File: src/rtl/led_mode_sequencer.sv
// LED mode sequencer: the center button cycles SWITCH/COUNT/SHIFT/BLINK and the
// up button pauses the pattern prescaler. All outputs come straight from flops.
module led_mode_sequencer #(
  parameter int unsigned TICK_DIV = 25000000
) (
  input  logic       clk,
  input  logic       rst,
  input  logic       button_center_db,
  input  logic       button_up_db,
  input  logic [7:0] sw,
  output logic [7:0] led,
  output logic [1:0] mode,
  output logic       paused
);

  localparam int CNT_W = $clog2(TICK_DIV);
  localparam logic [CNT_W-1:0] CNT_MAX = CNT_W'(TICK_DIV - 1);

  typedef enum logic [1:0] {
    MODE_SWITCH = 2'b00,
    MODE_COUNT  = 2'b01,
    MODE_SHIFT  = 2'b10,
    MODE_BLINK  = 2'b11
  } mode_e;

  mode_e            mode_q, mode_d, mode_next;
  logic             paused_q, paused_d;
  logic [7:0]       pattern_q, pattern_d;
  logic [7:0]       led_q, led_d;
  logic [CNT_W-1:0] presc_q, presc_d;
  logic             center_hist_q, center_hist_d;
  logic             up_hist_q, up_hist_d;
  logic             center_press, up_press, tick;

  // Button history tracks the level even in reset, so a button held across
  // reset release is seen as already pressed and yields no edge.
  always_ff @(posedge clk) begin
    center_hist_q <= center_hist_d;
    up_hist_q     <= up_hist_d;
    if (rst) begin
      mode_q    <= MODE_SWITCH;
      paused_q  <= 1'b0;
      pattern_q <= 8'h00;
      presc_q   <= '0;
      led_q     <= 8'h00;
    end else begin
      mode_q    <= mode_d;
      paused_q  <= paused_d;
      pattern_q <= pattern_d;
      presc_q   <= presc_d;
      led_q     <= led_d;
    end
  end

  always_comb begin
    center_hist_d = button_center_db;
    up_hist_d     = button_up_db;
    center_press  = button_center_db & ~center_hist_q;
    up_press      = button_up_db & ~up_hist_q;
    tick          = ~paused_q && (presc_q == CNT_MAX);
    mode_next     = mode_e'(mode_q + 2'd1);

    mode_d    = mode_q;
    paused_d  = paused_q ^ up_press;
    pattern_d = pattern_q;
    presc_d   = presc_q;

    if (center_press) begin
      // A mode change discards any coincident tick and restarts the prescaler.
      mode_d  = mode_next;
      presc_d = '0;
      case (mode_next)
        MODE_COUNT: pattern_d = 8'h00;
        MODE_SHIFT: pattern_d = 8'h01;
        MODE_BLINK: pattern_d = 8'hFF;
        default:    pattern_d = 8'h00;
      endcase
    end else begin
      if (!paused_q) begin
        presc_d = tick ? '0 : presc_q + CNT_W'(1);
      end
      if (tick) begin
        case (mode_q)
          MODE_COUNT: pattern_d = pattern_q + 8'd1;
          MODE_SHIFT: pattern_d = {pattern_q[6:0], pattern_q[7]};
          MODE_BLINK: pattern_d = ~pattern_q;
          default:    pattern_d = pattern_q;
        endcase
      end
    end

    // led mirrors the pattern register exactly outside SWITCH mode.
    led_d = (mode_d == MODE_SWITCH) ? sw : pattern_d;
  end

  assign led    = led_q;
  assign mode   = mode_q;
  assign paused = paused_q;

endmodule

File: config.mk
export PLATFORM = sky130hd
export DESIGN_NAME = led_mode_sequencer
export DESIGN_NICKNAME = d
export VERILOG_FILES = /design/src/rtl/led_mode_sequencer.sv
export SDC_FILE = /design/constraint.sdc
export NUM_CORES = 1
export LEC_CHECK = 0
export CAP_MARGIN = 20
export CORE_MARGIN = 10
export CORE_UTILIZATION = 63
export CTS_BUF_LIST = sky130_fd_sc_hd__clkbuf_8
export CTS_CLUSTER_SIZE = 8
export DETAILED_ROUTE_END_ITERATION = 8
export GPL_ROUTABILITY_DRIVEN = 0
export PLACE_DENSITY = 0.87
export SETUP_SLACK_MARGIN = 0.1
export SLEW_MARGIN = 20
export SYNTH_ARGS = -nofsm -noshare
export SYNTH_HDL_FRONTEND = slang
export SYNTH_SLANG_ARGS = --single-unit
File: constraint.sdc
create_clock -name clk -period 2.92 [get_ports clk]
set_input_delay 0.438 -clock clk [delete_from_list [all_inputs] [get_ports clk]]
set_output_delay 0.438 -clock clk [all_outputs]
set_load 0.02 [all_outputs]
---- Word-level counts from Yosys, hierarchy flattened ----
Index checks and enable logic that the tools add are counted.
cells by class
  eq/ne operators ......................... 6
  add/sub/neg operators ................... 3
  reduce and logical (&&, ||, !) cells .... 3
  bitwise gates (word level) .............. 7
  mux-type cells .......................... 7
operator list
  cell                                            count
  adder 25 x 1 -> 25 bit (second input constant)  1
  == test 25 bit (second input constant)          1
  two-way mux 25 bit                              1
  two-way mux 8 bit                               3
  case mux 8 bit (3 select lines)                 1
  case mux 8 bit (2 select lines)                 1
  adder 8 x 1 -> 8 bit (second input constant)    1
  == test 2 bit (second input constant)           4
  NOT 8 bit                                       1
  NOT 1 bit                                       3
  adder 2 x 1 -> 2 bit (second input constant)    1
  bitwise AND 1 bit                               2
  == test 2 x 1 -> 1 bit (second input constant)  1
  zero test 2 bit                                 1
  two-way mux 2 bit                               1
  OR reduction 2 bit                              1
  logical AND 1 bit                               1
  bitwise XOR 1 bit                               1
storage, ports and cells
  register bits after elaboration ......... 46
  bits of input ports ..................... 12
  logic and storage cells ................. 33
  output and inout bits ................... 11

---- Longest topological paths before layout ----
  word-level depth ........................ 5
  gate-level depth with buffers ........... 8
  depth with buffers taken out ............ 7

---- Worst setup path after synthesis ----
Ideal clock, no wire load.
  kind .................................... register to register
  start point ............................. reg mode_q[0] (netlist: mode[0])
  end point ............................... reg led_q[4] (netlist: led[4])
  setup time .............................. 0.079 ns
  data arrival time ....................... 1.981 ns
  required time ........................... 2.841 ns
  period minus slack after synthesis ...... 2.060 ns
  buffers on the path ..................... 0
  path slack .............................. 0.860 ns
  cell stages (with the launch flop) ...... 7
  cells stage by stage .................... dfxtp_1 > inv_1 > ha_1 > or4_1 > nor4_1 > nor3_1 > a211oi_2
on the way
  longest elaborated chain between the ends .. 5
  elaborated cells on any way between the ends .. 13
  classes of those cells .................. add/sub (1); eq/ne (5); mux (6); reduce/logical (1)
ends and longest elaborated chain
  item                                                                  RTL line  RTL
  start, declared                                                       26        mode_e mode_q, mode_d, mode_next;
  start signal, assigned                                                47        mode_q <= mode_d;
  adder 2 x 1 -> 2 bit (tied with other cells)                          61        mode_next = mode_e'(mode_q + 2'd1);
  == test 2 bit or case mux 8 bit (3 select lines) (tied branches)      72, 83
  case mux 8 bit (2 select lines) or two-way mux 8 bit (tied branches)  72, 82
  two-way mux 8 bit                                                     68        if (center_press) begin
  two-way mux 8 bit (*)                                                 93        led_d = (mode_d == MODE_SWITCH) ? sw : pattern_d;
  end signal, assigned                                                  51        led_q <= led_d;
  end, declared                                                         29        logic [7:0] led_q, led_d;
Every way passes the cells marked *; elsewhere a longest branch is shown, timed or not.
A chain may end at the register's enable or synchronous reset.

---- Worst setup path after layout ----
  start point ............................. reg mode_q[0] (netlist: mode[0])
  end point ............................... reg led_q[5] (netlist: led[5])
Same word-level chain as after synthesis.

==> reports/qor.txt <==
Crit-path slowest cell - nor4_2
Gate Count Post-Synth - 286
Worst-Skew Late Latency - 0.30 ns
CTS tree - yes
die area - 0.00668 mm2
clk sinks - 46
Reg power frac - 52.6%
root buf cell - clkbuf_8
Slew HR - 54.0%
io pins - 23
cell total after placement - 343
clock buffer depth - 2
hold-fix buffers at CTS - 0
post-synth top area share - 38.3%
commonest non-fill, non-tap cells in the layout - dfxtp_1, nor2_1, nand2_1
Final Cell Area - 0.00273 mm2
Synth area leader - dfxtp_1
CTS buffer count - 5
Post-synth EDFFs - 0
Pleak - 0.914 nW
sequential area share after synthesis - 38.3%
Core ar. - 0.00366 mm2
Final Hold Viols - 0
distinct cell type count after synthesis - 54
Internal - 962 uW
WHS - 0.520 ns
ys async rst share - 0%
worst slew pin tran - 0.688 ns
Routed WL per cell - 15.3 um
Switching Power - 294 uW
initial core utilization - 65.6%
total setup buffers inserted after CTS - 0
commonest non-fill, non-tap cell in the layout - dfxtp_1
HPWL after detailed placement - 3790 um
GR met3 Demand/Resource - 4.15%
layout cells sized above 1 - 7.59%
initial DRC count - 289
reg2reg start - mode[0]
synth-to-layout area growth - 13.8%
combinational share of power - 10.8%
Worst setup EP type - flip-flop
power density cells - 459 mW/mm2
Synth Flop Type - dfxtp_1
GR Util met1 - 22.6%
Setup Crit Path Kind - reg -> reg
Yosys warning total - 0
CP Launch Type - flip-flop
most frequent CP cell - a211oi_1
via count - 2132
HP Class - reg -> reg
unrepaired setup endpoints after global routing - no
data required time at the worst endpoint - 3.09 ns
Placed Area - 0.00263 mm2
First-pass DRT Iterations - 5
antenna cells - 0
Critical Path Start - mode[0]
Max Freq - 432 MHz
syn_nets - 305
post-synthesis register bit count - 46
GRT Util Overall - 16.8%
VDD IR-drop max - 273 uV
crit-path max cell delay - 0.63 ns
Syn Area/Cell - 8.40 um2
first-pass GRT wire length - 9160 um
setup skew after layout - 0.00548 ns
FP Rows - 22
# resized after CTS - 0
Final Cycle Share - 79.3%
Setup Total Neg Slack - 0 ns
critical path fanouts, max - 7
GR Util met2 - 26.1%
Sw Share - 23.4%
Filler Cell Count - 267
Slew Viols, Final - 0
GRT Residual Overflow - 0
Nets - 321
top cells by area, synth - dfxtp_1, nor2_1, xnor2_1
Max Cap Viol - 0
CP arrival - 2.48 ns
initial antenna violation count - 0
gr busiest metal - met2
Clock transition at path regs - 0.08 ns
vias in the first global route - 1937
antenna viol nets, final - 0
post-layout min period - 2.31 ns
DRC viols - 0
clock power share - 36.6%
vias per cell - 6.07
Synth Cell Area - 0.00240 mm2
total wire length - 5380 um
H-tree level count - 2
Cell Count, Final, Fillers Out - 351
Die Ht - 81.8 um
Die X - 81.8 um
final setup fails - 0
status - finished clean
CP Cell Sequence - inv_1 > ha_1 > nor4_2 > a31oi_1 > a211oi_1 > a211oi_1
I/O Buffers - 22
largest net degree at the start of global routing - 24
HP Start - presc_q[0]
==> final cells by class <==
class / count / area (um2) / area share, %
Clock buffer: 5 / 68.8 / 2.52
Timing Repair Buffer: 25 / 243 / 8.88
Multi-Input combinational cell: 216 / 1370 / 50.2
Tap cell: 48 / 60.1 / 2.20
Clock inverter: 3 / 40.0 / 1.46
Sequential cell: 46 / 921 / 33.7
Inverter: 8 / 30.0 / 1.10
==> Yosys cell counts, drive strengths merged (2+ instances only) <==
library cell,count
a211oi,7
a21o,2
a21oi,12
a22oi,2
a2bb2oi,2
a311oi,3
a31oi,4
a41oi,2
and2,3
and3,2
and4,2
and4b,2
buf,7
clkbuf,9
dfxtp,46
ha,7
inv,8
nand2,28
nand2b,3
nand3,12
nand4,7
nand4b,2
nor2,42
nor2b,2
nor3,7
nor3b,2
nor4,7
nor4b,2
o211ai,6
o21ai,9
or3,2
or4,3
xnor2,14
xor2,8
==> worst paths after layout <==
kind                              endpoint  slack [ns]  depth (start not counted)
worst max-delay path                led[5]        0.61                          6
worst min-delay path            presc_q[0]        0.52                          2
worst max register to register      led[5]        0.61                          6
worst min register to register  presc_q[0]        0.52                          2
==> worst max-delay path: cells and delay by family (launching register included) <==
kind / cells / cell delay (ns)
AOI/OAI and AO/OA: 3 / 0.71
and+or+nand+nor: 1 / 0.63
DFF: 1 / 0.44
adders and majority gates: 1 / 0.25
buffers and inverters: 1 / 0.15
==> kinds of logic (layout without fill, tap and decap cells) <==
group,Yosys count,after routing,share of synthesized area (%)
flops,46,46,38.3
simple gates,134,134,30.4
compound gates,53,53,15.0
fa+ha+maj,7,7,3.65
xor+xnor,22,22,8.02
buf+inv,24,41,4.58
==> state kept, by name, indices dropped and copies added, names as in the netlist <==
register	count
paused	1
up_hist_q	1
mode	2
presc_q	25
center_hist_q	1
led	8
pattern_q	8
==> through the flow <==
stage	util, %	power [mW]	setup WS [ns]
6_report	74.7	1.26	0.605
5_1_grt	74.7	1.31	0.426
4_1_cts	74.7	1.26	0.659
3_5_place_dp	71.7	0.811	0.627
3_3_place_gp	71.7	0.807	0.716
2_1_floorplan	-	0.755	0.860
==> routing by layer <==
metal	vias up	share of wire, %	wire length, um
li1	1052	-	-
met1	969	43	2290
met2	93	47	2530
met3	18	8.5	459
met4	0	1.8	95
met5	-	0	0
==> power groups by stage <==
stage / registers [mW] / clock network [mW] / logic (mW)
6_report: 0.661 / 0.460 / 0.135
5_1_grt: 0.664 / 0.495 / 0.150
4_1_cts: 0.661 / 0.463 / 0.136
3_5_place_dp: 0.676 / 0 / 0.136
3_3_place_gp: 0.675 / 0 / 0.133
2_1_floorplan: 0.686 / 0 / 0.0686
No activity file was read; power rests on OpenSTA's default activity.
